File: config.mk
export PLATFORM = sky130hd
export DESIGN_NAME = alu_exec_unit
export DESIGN_NICKNAME = d
export VERILOG_FILES = /design/src/rtl/alu_exec_unit.sv
export SDC_FILE = /design/constraint.sdc
export NUM_CORES = 1
export LEC_CHECK = 0
export ABC_AREA = 1
export ABC_CLOCK_PERIOD_IN_PS = 2700
export BUFFER_PORTS_ARGS = -buffer_cell sky130_fd_sc_hd__buf_4
export CAP_MARGIN = 10
export CORE_UTILIZATION = 35
export DETAILED_ROUTE_END_ITERATION = 16
export REMOVE_ABC_BUFFERS = 1
export SLEW_MARGIN = 20
export SYNTH_ARGS = -nofsm -noshare
export SYNTH_HDL_FRONTEND = slang
export SYNTH_SLANG_ARGS = --single-unit
File: constraint.sdc
create_clock -name clk -period 2.7 [get_ports clk]
set_input_delay 0.54 -clock clk [delete_from_list [all_inputs] [get_ports clk]]
set_output_delay 0.54 -clock clk [all_outputs]
set_load 0.1 [all_outputs]
File: src/rtl/alu_exec_unit.sv
// rtl/alu_exec_unit.sv - execute-stage ALU with valid/ready handshake and serial shifter
// Define ALU_FAST_SHIFT_EN to replace the serial shifter with a single-cycle barrel shifter.
module alu_exec_unit #(
  parameter int WIDTH   = 32,
  parameter int SHAMT_W = 5
) (
  input  logic               clk,
  input  logic               rst_n,
  input  logic               in_valid,
  output logic               in_ready,
  input  logic [3:0]         control,
  input  logic [WIDTH-1:0]   a,
  input  logic [WIDTH-1:0]   b,
  output logic               out_valid,
  input  logic               out_ready,
  output logic [WIDTH-1:0]   result,
  output logic               zero,
  output logic               illegal
);

  localparam logic [3:0] OP_AND  = 4'b0000;
  localparam logic [3:0] OP_OR   = 4'b0001;
  localparam logic [3:0] OP_ADD  = 4'b0010;
  localparam logic [3:0] OP_SLL  = 4'b0011;
  localparam logic [3:0] OP_SLT  = 4'b0100;
  localparam logic [3:0] OP_SLTU = 4'b0101;
  localparam logic [3:0] OP_SUB  = 4'b0110;
  localparam logic [3:0] OP_XOR  = 4'b0111;
  localparam logic [3:0] OP_SRL  = 4'b1000;
  localparam logic [3:0] OP_SRA  = 4'b1010;

  typedef enum logic [1:0] {IDLE, SHIFT, DONE} state_t;

  state_t               state;
  logic [WIDTH-1:0]     work;
  logic [WIDTH-1:0]     work_next;
  logic [SHAMT_W-1:0]   cnt;
  logic [3:0]           op;
  logic [WIDTH-1:0]     alu_res;
  logic                 alu_ill;
  logic                 accept;
  logic                 serial_start;
  logic [SHAMT_W-1:0]   shamt;
  logic                 is_shift;

  assign in_ready = (state == IDLE) || (state == DONE && out_ready);
  assign accept   = in_valid && in_ready;
  assign shamt    = b[SHAMT_W-1:0];
  assign is_shift = (control == OP_SLL) || (control == OP_SRL) || (control == OP_SRA);

`ifdef ALU_FAST_SHIFT_EN
  assign serial_start = 1'b0;
`else
  assign serial_start = is_shift && (shamt != '0);
`endif

  always_comb begin
    alu_res = '0;
    alu_ill = 1'b0;
    case (control)
      OP_AND:  alu_res = a & b;
      OP_OR:   alu_res = a | b;
      OP_ADD:  alu_res = a + b;
      OP_SUB:  alu_res = a - b;
      OP_XOR:  alu_res = a ^ b;
      OP_SLT:  alu_res = {{(WIDTH-1){1'b0}}, $signed(a) < $signed(b)};
      OP_SLTU: alu_res = {{(WIDTH-1){1'b0}}, a < b};
`ifdef ALU_FAST_SHIFT_EN
      OP_SLL:  alu_res = a << shamt;
      OP_SRL:  alu_res = a >> shamt;
      OP_SRA:  alu_res = WIDTH'($signed(a) >>> shamt);
`else
      // Only reached for shamt == 0; nonzero amounts go through the SHIFT state.
      OP_SLL, OP_SRL, OP_SRA: alu_res = a;
`endif
      default: alu_ill = 1'b1;
    endcase
  end

  always_comb begin
    work_next = work;
    case (op)
      OP_SLL:  work_next = {work[WIDTH-2:0], 1'b0};
      OP_SRL:  work_next = {1'b0, work[WIDTH-1:1]};
      default: work_next = {work[WIDTH-1], work[WIDTH-1:1]};
    endcase
  end

  always_ff @(posedge clk or negedge rst_n) begin
    if (!rst_n) begin
      state     <= IDLE;
      result    <= '0;
      zero      <= 1'b1;
      illegal   <= 1'b0;
      out_valid <= 1'b0;
      cnt       <= '0;
      work      <= '0;
      op        <= '0;
    end else begin
      case (state)
        IDLE, DONE: begin
          if (accept) begin
            if (serial_start) begin
              work      <= a;
              cnt       <= shamt;
              op        <= control;
              out_valid <= 1'b0;
              state     <= SHIFT;
            end else begin
              result    <= alu_res;
              zero      <= (alu_res == '0);
              illegal   <= alu_ill;
              out_valid <= 1'b1;
              state     <= DONE;
            end
          end else if (state == DONE && out_ready) begin
            out_valid <= 1'b0;
            state     <= IDLE;
          end
        end
        SHIFT: begin
          work <= work_next;
          cnt  <= cnt - 1'b1;
          if (cnt == SHAMT_W'(1)) begin
            result    <= work_next;
            zero      <= (work_next == '0);
            illegal   <= 1'b0;
            out_valid <= 1'b1;
            state     <= DONE;
          end
        end
        default: state <= IDLE;
      endcase
    end
  end

endmodule

Yosys cells after proc, flatten, opt, wreduce, memory -nomap -nowiden
Cells that the tools add are included.

word-level totals
  flip-flop bits (word level) = 78

operators by class
  multiplexer cells = 31
  $add $sub $neg = 3
  order comparisons = 2
  reduce and logical (&&, ||, !) cells = 20
  bitwise operators = 3
  equal/unequal tests = 19

operators by type and width
  cell                 number
  $pmux 32 s8          1
  $pmux 32 s2          3
  $mux 32              5
  $logic_not 32->1     2
  $lt 32x32->1         2
  $add 32x32->32       1
  $and 32x32->32       1
  $or 32x32->32        1
  $sub 32x32->32       1
  $xor 32x32->32       1
  $eq 4x3->1 const B   4
  $eq 4x2->1 const B   3
  $eq 4x4->1 const B   3
  $mux 1               11
  $mux 5               2
  $pmux 5 s2           1
  $reduce_or 10->1     1
  $reduce_and 3->1     3
  $mux 2               4
  $ne 2x2->1 const B   4
  $pmux 1 s2           3
  $eq 5x1->1 const B   1
  $reduce_bool 5->1    1
  $sub 5x1->5 const B  1
  14 further kinds     18

Depth between registers and ports, before layout
  depth after elaboration = 7
  depth in mapped cells = 21
  mapped depth without buffers = 21

Least setup slack after synthesis
Ideal clock, no wire load.

  path type = input to register
  start = in a[0]
  end = reg zero
  cell stages on the path = 20
  setup slack = 233 ps
  data arrival time = 2,394 ps
  path buffers = 0
  data required time = 2,627 ps
  path through = ha_1 inv_1 fa_1 inv_1 nand3_1 nand2_1 nand2_1 nand2_1 nand2_1 nand2_1 nand2_1 nand2_1 nand2_1 nand3_1 nand3_1 nor2_1 nand3_1 nor2_1 nand2_1 a21oi_1

on the way
  longest elaborated chain between the ends = 6
  elaborated cells on any way between the ends = 12
  those cells by class = add/sub: 2; order compare: 2; mux: 4; bitwise: 3; reduce/logical: 1

RTL lines
  what                                          RTL line  source
  start, declared                               12        input logic [WIDTH-1:0] a,
  $sub 32x32->32, or another cell as far along  64        OP_SUB: alu_res = a - b;
  $pmux 32 s8 (*)                               60        case (control)
  $logic_not 32->1 (*)                          111       zero <= (alu_res == '0);
  $mux 1 (*)                                    103       if (serial_start) begin
  $mux 1 (*)                                    102       if (accept) begin
  $pmux 1 s2 (*)                                100       case (state)
  end signal, assigned                          111
  end signal, assigned                          126       zero <= (work_next == '0);
  end, declared                                 17        output logic zero,

Mark *: on every way between the ends. The rest lies on a longest branch, timed or not. The select of a mux whose other input is x is not followed.
A chain may end at the register's enable or synchronous reset.

Final worst setup path
  start = in a[20]
  end = reg zero

The elaborated chain is that of the path after synthesis.

==> impl_metrics.yaml <==
status:
  status: "finished clean"
global_routing:
  grt_use_total: 0.304
  antenna_found_initial: 0
  grt_pass1_wl_um: 72000
  grt_overflow_total: 0
  grt_max_degree: 48
  first_global_vias: 12848
clocking:
  htree_levels: 3
  clockBufferDepth: 2
  clkSinkCount: 78
  cts.clk_slew.worst_paths_ps: 60
  cts_tree: "built"
  cts_made_buffers: 9
  root_buffer: "clkbuf_16"
  clock_latency_ps: 340
  postCtsHoldBufs: 0
synthesis:
  ys.flop_type: "dfrtp_1"
  netlist_top_cells_area: "nand2_1 20%, dfrtp_1 18%, ha_1 13%"
  synth_most_common_cell: "nand2_1"
  async_flop_share: 1.00
  avgSynthCellArea_um2: 5.76
  synth_cells: 1848
  synth_edf_count: 0
  synth_top_area_share: 0.198
  yosysWarningCount: 0
  ys_seq_elements: 78
  seq_area_frac_synth: 0.183
  yosys.area.top_type: "nand2_1"
  synth.distinct_cells: 48
  synthTopCellsByCount: "563 x nand2_1, 304 x inv_1, 217 x nor2_1"
  syn_area_mm2: 0.0106
floorplan:
  ios: 108
  fp.coreArea_mm2: 0.0298
  initial_core_util: 0.357
  row_count: 63
  dieArea_mm2: 0.0311
  dieHeight_um: 176
  die_w_um: 176
placement:
  place_congestion: 1.02
  place_area_mm2: 0.0143
  post-place-ws_ps: -645
  portBuffers: 107
  post-dp-hpwl_um: 39800
detailed_routing:
  vias: 13849
  drc: 0
  dr.pass1.iters: 5
  wirelength_um: 47800
  drtIter0Drc: 1432
  routed_via_density: 5.22
  ant_nets: 0
  wl_per_cell_um: 18.0
timing:
  relSlewSlack: 0.591
  hold_violations: 0
  whs_ps: 196
  setup_viol: 0
  setup_ws_ps: 78.1
  finalMaxSlewViolations: 0
  fin_crit_ps: 2620
  tightest_slew_ps: 607
  max_freq_mhz: 381
  fin_worst_skew_ps: 5.11
  fin_tns_setup_ps: 0
  final.period_utilization: 0.971
worst_setup_path:
  worstReg2RegEnd: "zero$_DFFE_PN1P_"
  worst_ep_arrival_time_ps: 2900
  startpoint: "a[20]"
  worstSetupPathType: "in -> reg"
  start_kind: "input port"
  critPathCaptureType: "flop"
  r2r_cells: 12
  path_max_fanout: 4
  cp.required_ps: 2980
  r2r_slack_ps: 420
  reg2reg_from: "op[2]$_DFFE_PN0P_"
pwr:
  vdd_drop_max_mv: 0.481
  p_per_area_mw_per_mm2: 618
  power.leakage_nw: 8.37
hold_path:
  hp-class: "in -> async"
flow_run:
  max_cap_violations: 0
layout:
  diodes: 0
  fill_cells: 3132
  drive_above_1_share: 0.295
  nets: 2441
  final_area_mm2: 0.0155
  final_core_util: 0.520
  syn_to_final_growth_pct: 45.5
-- cell type report --
type	instances	area (um^2)	share of cell area
clock buffer	9	225	0.0145
clock inverter	6	111	0.00719
inverter	321	1210	0.0781
timing repair buffer	459	3560	0.230
multi-input combinational	1388	7950	0.513
tap	390	488	0.0315
sequential	78	1950	0.126
-- power by group --
group / total (mW) / leakage (nW) / internal (mW) / switching [mW]
clock network: 1.39 / 0.161 / 0.897 / 0.488
registers: 2.05 / 0.941 / 1.71 / 0.343
logic: 6.14 / 7.26 / 1.89 / 4.25
-- placed cells by master, fill, tap and decap left out, types with 9 or more instances in the layout --
cell type  netlist  layout
a31oi_1         30      30
inv_1          304     290
o21ai_1         13      18
nand2_1        563     533
nand3_1        149     126
buf_4            2     447
nor2_2           5      35
o21bai_1        10       9
ha_1           110      81
a211oi_1        15      15
a21oi_1         70      57
o211ai_1        19      19
clkbuf_16        0       9
o311ai_1        12      12
inv_2           14      26
dfrtp_1         77      77
nand3_2          1      20
o21ai_0         70      65
nand2_2          5      34
ha_4             0      22
nand4_1         16      16
nor2_4           0       9
a21oi_2          0      13
nor2_1         217     178
o22ai_1         29      29
-- worst max path at each step --
stage / to / slack [ps]
2_1_floorplan: result[1]$_DFFE_PN0P_ / -2470
3_3_place_gp: zero$_DFFE_PN1P_ / -690
3_5_place_dp: zero$_DFFE_PN1P_ / -640
4_1_cts: zero$_DFFE_PN1P_ / 3
5_1_grt: zero$_DFFE_PN1P_ / -30
6_report: zero$_DFFE_PN1P_ / 80
-- state kept, by name (all words and copies together) (netlist names) --
| register | cells |
|---|---|
| state | 2 |
| op | 4 |
| illegal | 1 |
| out_valid | 1 |
| result | 32 |
| zero | 1 |
| cnt | 5 |
| work | 32 |
-- critical path: stages --
cell and delay, ps:
buf_4 120, inv_1 140, ha_4 240, buf_4 150, nand2_1 90, buf_4 130
nor2_1 40, nor2_1 120, o21ai_1 130, a21oi_1 220, nand3_1 90, nand3_1 130
nand3_4 130, nor2_4 120, nand2_1 70, nor2_2 180, nand2_1 100, a21oi_2 140
-- per-layer routing --
metal	track usage	wire length (um)	vias up
met2	0.479	21100	602
met4	0.0815	997	0
met3	0.0252	3420	55
met1	0.442	22400	6485
li1	-	-	6707
met5	0	0	-
-- stage by stage --
step	cells	power [mW]
floorplan	1787	5.84
global placement	2626	7.87
detailed placement	2626	7.92
CTS	2644	9.36
global route	2651	10.1
finish	2651	9.58
-- repair_timing --
item                       CTS  global route
gates resized for setup     26           166
pin swaps                    2            38
setup endpoints to repair    1             8
cloned                       0             0
hold endpoints to repair     0             0
setup buffers                3             7
-- logic make-up after synthesis --
family | synth area share
AOI/OAI and AO/OA | 0.162
and+or+nand+nor | 0.379
xor gates and xnor gates | 0.00247
buffers and inverters | 0.140
adders and majority gates | 0.133
DFF | 0.183
(Power assumes the default switching activity.)
